==> src/rtl/arm_idex_operand_stage.sv <==
// ID/EX operand stage: per-operand forwarding muxes, the ID/EX pipeline
// register, the load-use interlock FSM and a saturating bubble counter.
module arm_idex_operand_stage #(
  parameter int DATA_W = 32,
  parameter int CTRL_W = 16,
  parameter int CNT_W  = 16
) (
  input  logic              clk,
  input  logic              rst_b,
  input  logic              id_valid,
  input  logic [CTRL_W-1:0] id_ctrl,
  input  logic [3:0]        id_rd_num,
  input  logic              id_rd_we,
  input  logic              id_is_load,
  input  logic [DATA_W-1:0] rf_data0,
  input  logic [DATA_W-1:0] rf_data1,
  input  logic [DATA_W-1:0] rf_data2,
  input  logic [1:0]        forward0,
  input  logic [1:0]        forward1,
  input  logic [1:0]        forward2,
  input  logic [2:0]        read_mask,
  input  logic [DATA_W-1:0] ex_fwd_data,
  input  logic [DATA_W-1:0] mem_fwd_data,
  input  logic              ex_stall,
  input  logic              flush,
  output logic              id_stall,
  output logic              ex_valid,
  output logic [DATA_W-1:0] ex_op0,
  output logic [DATA_W-1:0] ex_op1,
  output logic [DATA_W-1:0] ex_op2,
  output logic [CTRL_W-1:0] ex_ctrl,
  output logic [3:0]        ex_rd_num,
  output logic              ex_rd_we,
  output logic              ex_is_load,
  output logic [CNT_W-1:0]  interlock_cnt
);

  typedef enum logic [0:0] {RUN, INTERLOCK} state_t;

  state_t            state;
  state_t            state_nxt;
  logic              hazard;
  logic              ex_dep;
  logic [DATA_W-1:0] op0_sel;
  logic [DATA_W-1:0] op1_sel;
  logic [DATA_W-1:0] op2_sel;

  // Unread operands and the reserved select both fall back to the regfile.
  function automatic logic [DATA_W-1:0] op_mux(
    input logic              used,
    input logic [1:0]        sel,
    input logic [DATA_W-1:0] rf,
    input logic [DATA_W-1:0] exd,
    input logic [DATA_W-1:0] memd
  );
    logic [DATA_W-1:0] r;
    r = rf;
    if (used) begin
      case (sel)
        2'b01:   r = exd;
        2'b10:   r = memd;
        default: r = rf;
      endcase
    end
    return r;
  endfunction

  // Operand selection for the instruction currently in ID.
  always_comb begin
    op0_sel = op_mux(read_mask[0], forward0, rf_data0, ex_fwd_data, mem_fwd_data);
    op1_sel = op_mux(read_mask[1], forward1, rf_data1, ex_fwd_data, mem_fwd_data);
    op2_sel = op_mux(read_mask[2], forward2, rf_data2, ex_fwd_data, mem_fwd_data);
  end

  // Load-use detection, stall output and next-state selection.
  always_comb begin
    ex_dep    = (read_mask[0] && (forward0 == 2'b01)) ||
                (read_mask[1] && (forward1 == 2'b01)) ||
                (read_mask[2] && (forward2 == 2'b01));
    hazard    = (state == RUN) && ex_valid && ex_is_load && id_valid && ex_dep;
    id_stall  = ex_stall || hazard;
    state_nxt = state;
    if (flush)         state_nxt = RUN;
    else if (ex_stall) state_nxt = state;
    else if (hazard)   state_nxt = INTERLOCK;
    else               state_nxt = RUN;
  end

  // Interlock FSM state register.
  always_ff @(posedge clk) begin
    if (!rst_b) state <= RUN;
    else        state <= state_nxt;
  end

  // ID/EX pipeline register and bubble counter: flush > stall > bubble > advance.
  always_ff @(posedge clk) begin
    if (!rst_b) begin
      ex_valid      <= 1'b0;
      ex_op0        <= '0;
      ex_op1        <= '0;
      ex_op2        <= '0;
      ex_ctrl       <= '0;
      ex_rd_num     <= '0;
      ex_rd_we      <= 1'b0;
      ex_is_load    <= 1'b0;
      interlock_cnt <= '0;
    end else if (flush) begin
      ex_valid   <= 1'b0;
      ex_rd_we   <= 1'b0;
      ex_is_load <= 1'b0;
    end else if (ex_stall) begin
      ex_valid <= ex_valid;
    end else if (hazard) begin
      ex_valid   <= 1'b0;
      ex_rd_we   <= 1'b0;
      ex_is_load <= 1'b0;
      if (interlock_cnt != '1) interlock_cnt <= interlock_cnt + CNT_W'(1);
    end else begin
      ex_valid   <= id_valid;
      ex_rd_we   <= id_rd_we && id_valid;
      ex_is_load <= id_is_load && id_valid;
      ex_op0     <= op0_sel;
      ex_op1     <= op1_sel;
      ex_op2     <= op2_sel;
      ex_ctrl    <= id_ctrl;
      ex_rd_num  <= id_rd_num;
    end
  end

endmodule

==> config.mk <==
export PLATFORM = sky130hd
export DESIGN_NAME = arm_idex_operand_stage
export DESIGN_NICKNAME = d
export VERILOG_FILES = /design/src/rtl/arm_idex_operand_stage.sv
export SDC_FILE = /design/constraint.sdc
export NUM_CORES = 1
export LEC_CHECK = 0
export CORE_ASPECT_RATIO = 2
export CORE_MARGIN = 5
export CORE_UTILIZATION = 42
export CTS_CLUSTER_SIZE = 8
export DETAILED_ROUTE_END_ITERATION = 12
export MAX_ROUTING_LAYER = met4
export PLACE_DENSITY = 0.82
export SKIP_CTS_REPAIR_TIMING = 1
export SYNTH_ARGS = -nofsm -noshare
export SYNTH_HDL_FRONTEND = slang
export SYNTH_SLANG_ARGS = --single-unit
==> constraint.sdc <==
create_clock -name clk -period 3.5 [get_ports clk]
set_clock_uncertainty 0.1 [all_clocks]
set_input_delay 0.7 -clock clk [delete_from_list [all_inputs] [get_ports clk]]
set_output_delay 0.7 -clock clk [all_outputs]
set_load 0.05 [all_outputs]
==> results of run 1 <==
[synth_stat cells]
master	n	share of area, %
inv_1	9	0.48
o21a_1	4	0.43
xnor2_1	4	0.50
or3_1	6	0.54
o31ai_1	3	0.32
buf_1	3	0.16
nand4b_1	1	0.13
nor3_1	4	0.29
or4_1	1	0.11
and2_1	4	0.36
a22oi_1	96	10
nand4_1	6	0.54
nor4_2	1	0.18
buf_4	4	0.43
clkbuf_1	63	3.4
o21ai_0	5	0.36
o21ai_1	1	0.072
nand3b_1	2	0.21
buf_2	10	0.72
a21oi_1	3	0.21
a21boi_1	116	12
mux2i_1	2	0.29
nand3_1	6	0.43
nor2b_1	5	0.45
o211ai_1	100	11
nor2_1	4	0.21
dfxtp_1	136	39
buf_6	4	0.64
nor3_2	1	0.14
nand2b_1	3	0.27
a222oi_1	1	0.14
o31a_1	2	0.25
nand2_1	239	13
a21boi_0	6	0.64
ha_1	7	1.3
and4_1	1	0.13
nor4_1	3	0.27
or2_2	1	0.090
[per-stage QoR]
stage / util, % / hold slack, ps
after detailed placement: 64.6 / 345
final: 68.4 / 350
after global placement: 64.6 / 339
after floorplan: - / 352
after CTS: 68.4 / 353
after global routing: 68.4 / 366
[worst min-delay path: stages, from the launching register on]
cell and delay, ps:
dfxtp_1 310, nand2_1 50, a21boi_1 50
[power by group through the flow]
stage | logic, mW | clock network [mW] | registers, mW
2_1_floorplan | 0.334 | 0 | 1.95
3_3_place_gp | 1.11 | 0 | 1.69
3_5_place_dp | 1.12 | 0 | 1.70
4_1_cts | 1.13 | 1.92 | 1.66
5_1_grt | 1.19 | 1.99 | 1.67
6_report | 1.13 | 1.90 | 1.66
[worst paths after layout]
kind,from,endpoint,slack [ps],depth (start not counted)
max,forward1[1],id_stall,230,7
max reg2reg,interlock_cnt[0]$_SDFFE_PN0P_,interlock_cnt[1]$_SDFFE_PN0P_,1130,7
min,ex_op2[8]$_SDFFE_PN0P_,ex_op2[8]$_SDFFE_PN0P_,350,2
min reg2reg,ex_op2[8]$_SDFFE_PN0P_,ex_op2[8]$_SDFFE_PN0P_,350,2
[logic make-up (layout without fill, tap and decap cells)]
family                     after synthesis  count (layout)  synth area share (%)
other                                    0               4                     0
buffers and inverters                   93             400                  5.82
muxes                                    2               2                 0.287
adders and majority gates                7               7                  1.25
and+or+nand+nor                        288             288                  17.2
xor gates and xnor gates                 4               4                 0.502
DFF                                    136             136                  39.0
AOI/OAI and AO/OA                      337             337                  36.0
[routing by layer]
layer  global-route usage (%)  vias up  part of all wire, %
met3                     6.62       71                  8.4
met1                     34.0     3716                   37
met4                     15.2        0                  4.5
met5                        -        -                    0
met2                     49.3      398                   50
li1                         -     3729                    -
[layout make-up]
class	count	area, µm²	share of cell area, %
Antenna cell	4	10.0	0.0895
Clock inverter	10	144	1.29
Clock buffer	22	474	4.24
Multi-Input combinational cell	638	3890	34.8
Sequential cell	136	2720	24.3
Inverter	9	33.8	0.302
Tap cell	204	255	2.28
Timing Repair Buffer	359	3660	32.7
[flip-flops by register name, indices dropped and copies added (netlist names)]
register and count:
ex_rd_we 1, state 1, ex_is_load 1, ex_ctrl 16, ex_op2 32, ex_valid 1, ex_op0 32, ex_op1 32
interlock_cnt 16, ex_rd_num 4
==> results by group, run 1 <==
Die
  – Initial core utilization: 42.7%
  – Die area: roughly 19000 µm²
  – Die width: 101 µm
  – I/O pin count: between 300 and 400
  – Core area: 16400 µm²
  – Num rows: between 60 and 70
  – Die height: 192 µm

Worst setup path
  – CP max FO: 2
  – Top Family by Delay on Critical Path: buffers and inverters
  – Worst setup SP type: input port
  – Req. time, crit path: ~2700 ps
  – CP cell instances: clkdlybuf4s50_1 -> inv_1 -> ha_2 -> a222oi_1 -> nor2_1 -> or2_2 -> buf_12
  – Critical Path AT: around 2500 ps
  – Kind of critical path: in2out
  – CP max-delay cell: clkdlybuf4s50_1
  – CP Buf/Inv Count: 3
  – Crit. End Element: output pin
  – Crit path largest cell delay: 480 ps

Placed design
  – Pre-CTS setup slack: 195 ps
  – DP HPWL: 21.4 mm
  – Final Wtd Congestion: approximately 0.9
  – # port buffers: 331
  – Dpl cell area: 10600 µm²
  – Cells after DPL: 1346

Clock tree
  – Clk Latency, worst-skew pair: 420 ps
  – Clk buf depth: 2
  – CTS clock-pin slew for the worst setup and hold paths: around 60 ps
  – CTS tree: yes
  – Clock root buffer: clkbuf_16
  – Num CTS Buffers: 17
  – H-tree depth: 4
  – Total clock sinks: 136

Drt
  – DRT Wirelength: 29.5 mm
  – Vias per inst: 5.73
  – DRC: 0
  – DRT iter0 DRCs: 492
  – Total number of vias: 7914
  – WL/cell: 21.3 µm
  – Drt pass-1 iters: 6
  – Post-route ant nets: 0

Synth
  – Synth Cell Area: 6980 µm²
  – Mean Syn Cell Area: 8.06 µm²
  – Synthesized Nets: 1070
  – Warnings, synthesis: 0
  – Cells after Synth: 867
  – Post-synthesis sequential area ratio: 39.0%
  – Unique cell type count in the Yosys netlist: 38
  – FF+latch count, synth: 136

Layout
  – Area delta synth->final: 60.2%
  – Layout Nets: 1364
  – Most common cell after layout, fill and taps aside: clkdlybuf4s50_1
  – Most frequent cells in the layout: 329 x clkdlybuf4s50_1, 239 x nand2_1, 136 x dfxtp_1, 116 x a21boi_1, 100 x o211ai_1
  – Fillers: ~1300
  – Share of layout cells above drive strength 1: 5.88%
  – Fin area: approximately 11000 µm²
  – Cell Count, Final, Fillers Out: 1382

STA
  – Slew Limit Headroom: 49.6%
  – Max Clock Freq: a little over 300 MHz
  – Setup Viol. Count Final: 0
  – Period minus WS final: 3270 ps
  – Final Cycle Share: between 90% and 100%
  – Total negative setup slack: 0 ps
  – Slew at the pin closest to its max-slew limit: approximately 760 ps
  – Worst Slack Setup Final: 227 ps
  – RSZ-0062 raised after global routing: no
  – Final hold violations: 0
  – Max Slew Vio Count: 0

GRT
  – Largest net degree at the start of global routing: 88
  – Initial antenna violation count: 3
  – Gr usage total: 30.1%
  – Total gr overflow: 0
  – First-pass GRT wire length: 43.4 mm
  – Vias in the first global route: 7868

Power
  – Part of the power in the clock network: 40.5%
  – NetSw: 1.40 mW
  – Sw frac: 29.9%
  – Worst VDD drop: 331 µV
  – Total power: approximately 4.7 mW
  – Leak Pwr: ~3.9 nW
  – Sequential power share: about 36%
  – Power share of the combinational group: 24.1%
  – Pint: 3.29 mW
  – Pwr per Cell Area: 419 nW/µm²

Min path
  – Worst min-delay path class: reg2reg

Run status
  – Run status: finished, final reports clean

Flow run
  – Max Cap Violations: 0
Power figures use the tool's default switching activity.
==> run 2: changes to the inputs <==
CORE_UTILIZATION = 40   (was 42)
PLACE_DENSITY = 0.79   (was 0.82)
==> run 2 against run 1 <==
Effect of this change: critical path depth unchanged; die area increased by 4.6%; register-to-register slack improved by 270 ps; sequential power about the same; count of clock-buffer cells in the layout decreased by 3; final area decreased by 1.0%; sequential cell count unchanged; clock power decreased by 6%; via count decreased by 0.56%; worst setup slack got worse by 8.8 ps; worst hold slack about the same; critical path type unchanged; critical endpoint unchanged.
==> results by group, run 2 (synthesis results as in run 1) <==
Layout
  – Most frequent cells in the layout: 329 x clkdlybuf4s50_1, 239 x nand2_1, 136 x dfxtp_1, 116 x a21boi_1, 100 x o211ai_1
  – Area delta synth->final: 58.6%
  – Fin util: 64.5% (-4.0 points)
  – Most common cell after layout, fill and taps aside: clkdlybuf4s50_1
  – Leading registers by flop count: ex_op0: 32 flops, ex_op1: 32 flops, ex_op2: 32 flops
  – Cell Count, Final, Fillers Out: 1381 (-0.072%)
  – Fin area: 11100 µm² (-1.0%)
  – Layout Nets: 1358 (-0.44%)
  – Share of layout cells above drive strength 1: 5.91% (+0.030 points)

Die
  – Die width: 103 µm (+2.2%)
  – I/O pin count: 332 (unchanged)
  – Die area: 20400 µm² (+4.6%)
  – Core area: 17200 µm² (+5.1%)
  – Initial core utilization: 40.6% (-2.1 points)
  – Num rows: 68 (+3.0%)
  – Die height: 197 µm (+2.3%)

Clock tree
  – Clock root buffer: clkbuf_16
  – CTS clock-pin slew for the worst setup and hold paths: 70 ps (about the same)
  – CTS tree: yes
  – H-tree depth: 4 (unchanged)
  – Num CTS Buffers: 17 (unchanged)
  – Total clock sinks: 136 (unchanged)
  – Clk buf depth: 2 (unchanged)
  – Clk Latency, worst-skew pair: 430 ps (about the same)

Worst setup path
  – Worst setup SP type: input port
  – R2R cell count: 6 (-1)
  – Crit. End Element: output pin
  – Worst r2r src: interlock_cnt[0]$_SDFFE_PN0P_
  – Kind of critical path: in2out
  – Critical Path AT: 2480 ps (about the same)
  – Worst r2r dst: interlock_cnt[15]$_SDFFE_PN0P_
  – CP max FO: 2 (unchanged)
  – Req. time, crit path: 2700 ps (about the same)
  – Flop2flop setup slack: 1400 ps (+270 ps)

Placed design
  – # port buffers: 331 (unchanged)
  – DP HPWL: 21.5 mm (+0.81%)
  – Final Wtd Congestion: 0.913 (-1.4%)
  – Cells after DPL: 1346 (unchanged)
  – Dpl cell area: 10500 µm² (-0.62%)

Drt
  – Total number of vias: 7870 (-0.56%)
  – DRC: 0 (unchanged)
  – Vias per inst: 5.70 (-0.48%)
  – DRT iter0 DRCs: 559 (+14%)
  – DRT Wirelength: 29.7 mm (+0.68%)
  – Drt pass-1 iters: 5 (-1)
  – WL/cell: 21.5 µm (+0.75%)
  – Post-route ant nets: 0 (unchanged)

Min path
  – Worst Hold End: ex_op2[14]$_SDFFE_PN0P_
  – Depth of the worst hold-timing path: 2 (unchanged)
  – Hold path startpoint: ex_op2[14]$_SDFFE_PN0P_
  – Worst min-delay path class: reg2reg

Run status
  – Run status: finished, final reports clean

STA
  – Setup Viol. Count Final: 0 (unchanged)
  – Total negative setup slack: 0 ps (unchanged)
  – Hold Slack: 350 ps (-0.266 ps)
  – Slew at the pin closest to its max-slew limit: 767 ps (+10.4 ps)
  – Final hold violations: 0 (unchanged)
  – Slew Limit Headroom: 48.9% (-0.69 points)
  – Max Clock Freq: 305 MHz (-0.27%)
  – Final Cycle Share: 93.8% (+0.25 points)
  – Max Slew Vio Count: 0 (unchanged)
  – Period minus WS final: 3280 ps (+8.77 ps)
  – RSZ-0062 raised after global routing: no

GRT
  – Gr usage total: 29.3% (-0.73 points)
  – Initial antenna violation count: 3 (unchanged)
  – Total gr overflow: 0 (unchanged)
  – Largest net degree at the start of global routing: 86 (-2.3%)
  – Vias in the first global route: 7764 (-1.3%)
  – First-pass GRT wire length: 44.4 mm (+2.3%)

Power
  – Pwr per Cell Area: 412 nW/µm² (-1.8%)
  – Leak Pwr: 3.80 nW (-1.9%)
  – Worst VDD drop: 324 µV (-2.0%)

Flow run
  – Max Cap Violations: 0 (unchanged)
## run 2: report_power, final
part           internal (mW)  total [mW]  switching, mW  leakage (nW)
clock network           1.02        1.78          0.758         0.268
logic                  0.477        1.12          0.643          2.42
registers               1.62        1.66         0.0385          1.11
## run 2: metrics by stage
stage | setup slack (ps) | total power, mW
finish | 218 | 4.56
global route | 110 | 4.71
CTS | 163 | 4.59
detailed placement | 169 | 2.81
global placement | 210 | 2.80
floorplan | 631 | 2.28
## run 2: final cells by class
class / count / area, µm²
sequential: 136 / 2720
tap: 210 / 263
antenna: 3 / 7.51
clock inverter: 13 / 121
multi-input combinational: 638 / 3900
inverter: 9 / 33.8
timing repair buffer: 353 / 3570
fill: 1496 / 6110
clock buffer: 19 / 453
## run 2: worst max-delay path, stage by stage
cell,delay [ps]
clkdlybuf4s50_1,490
inv_1,50
ha_2,180
a222oi_1,470
nor2_1,120
or2_2,320
buf_12,160
## run 2: routing by layer
| metal | routed length (µm) | track usage, % |
|---|---|---|
| met1 | 11100 | 33.7 |
| met2 | 15100 | 48.1 |
| met3 | 2320 | 7.12 |
| met4 | 1100 | 11.9 |
| met5 | 0 | - |
## run 2: how the worst max path moves through the flow
stage	start	endpoint	slack, ps	cells past startpoint
2_1_floorplan	forward1[1]	id_stall	630	6
3_3_place_gp	forward1[1]	id_stall	210	7
3_5_place_dp	forward0[1]	id_stall	170	7
4_1_cts	forward1[1]	id_stall	160	7
5_1_grt	forward1[1]	id_stall	110	7
6_report	forward1[1]	id_stall	220	7
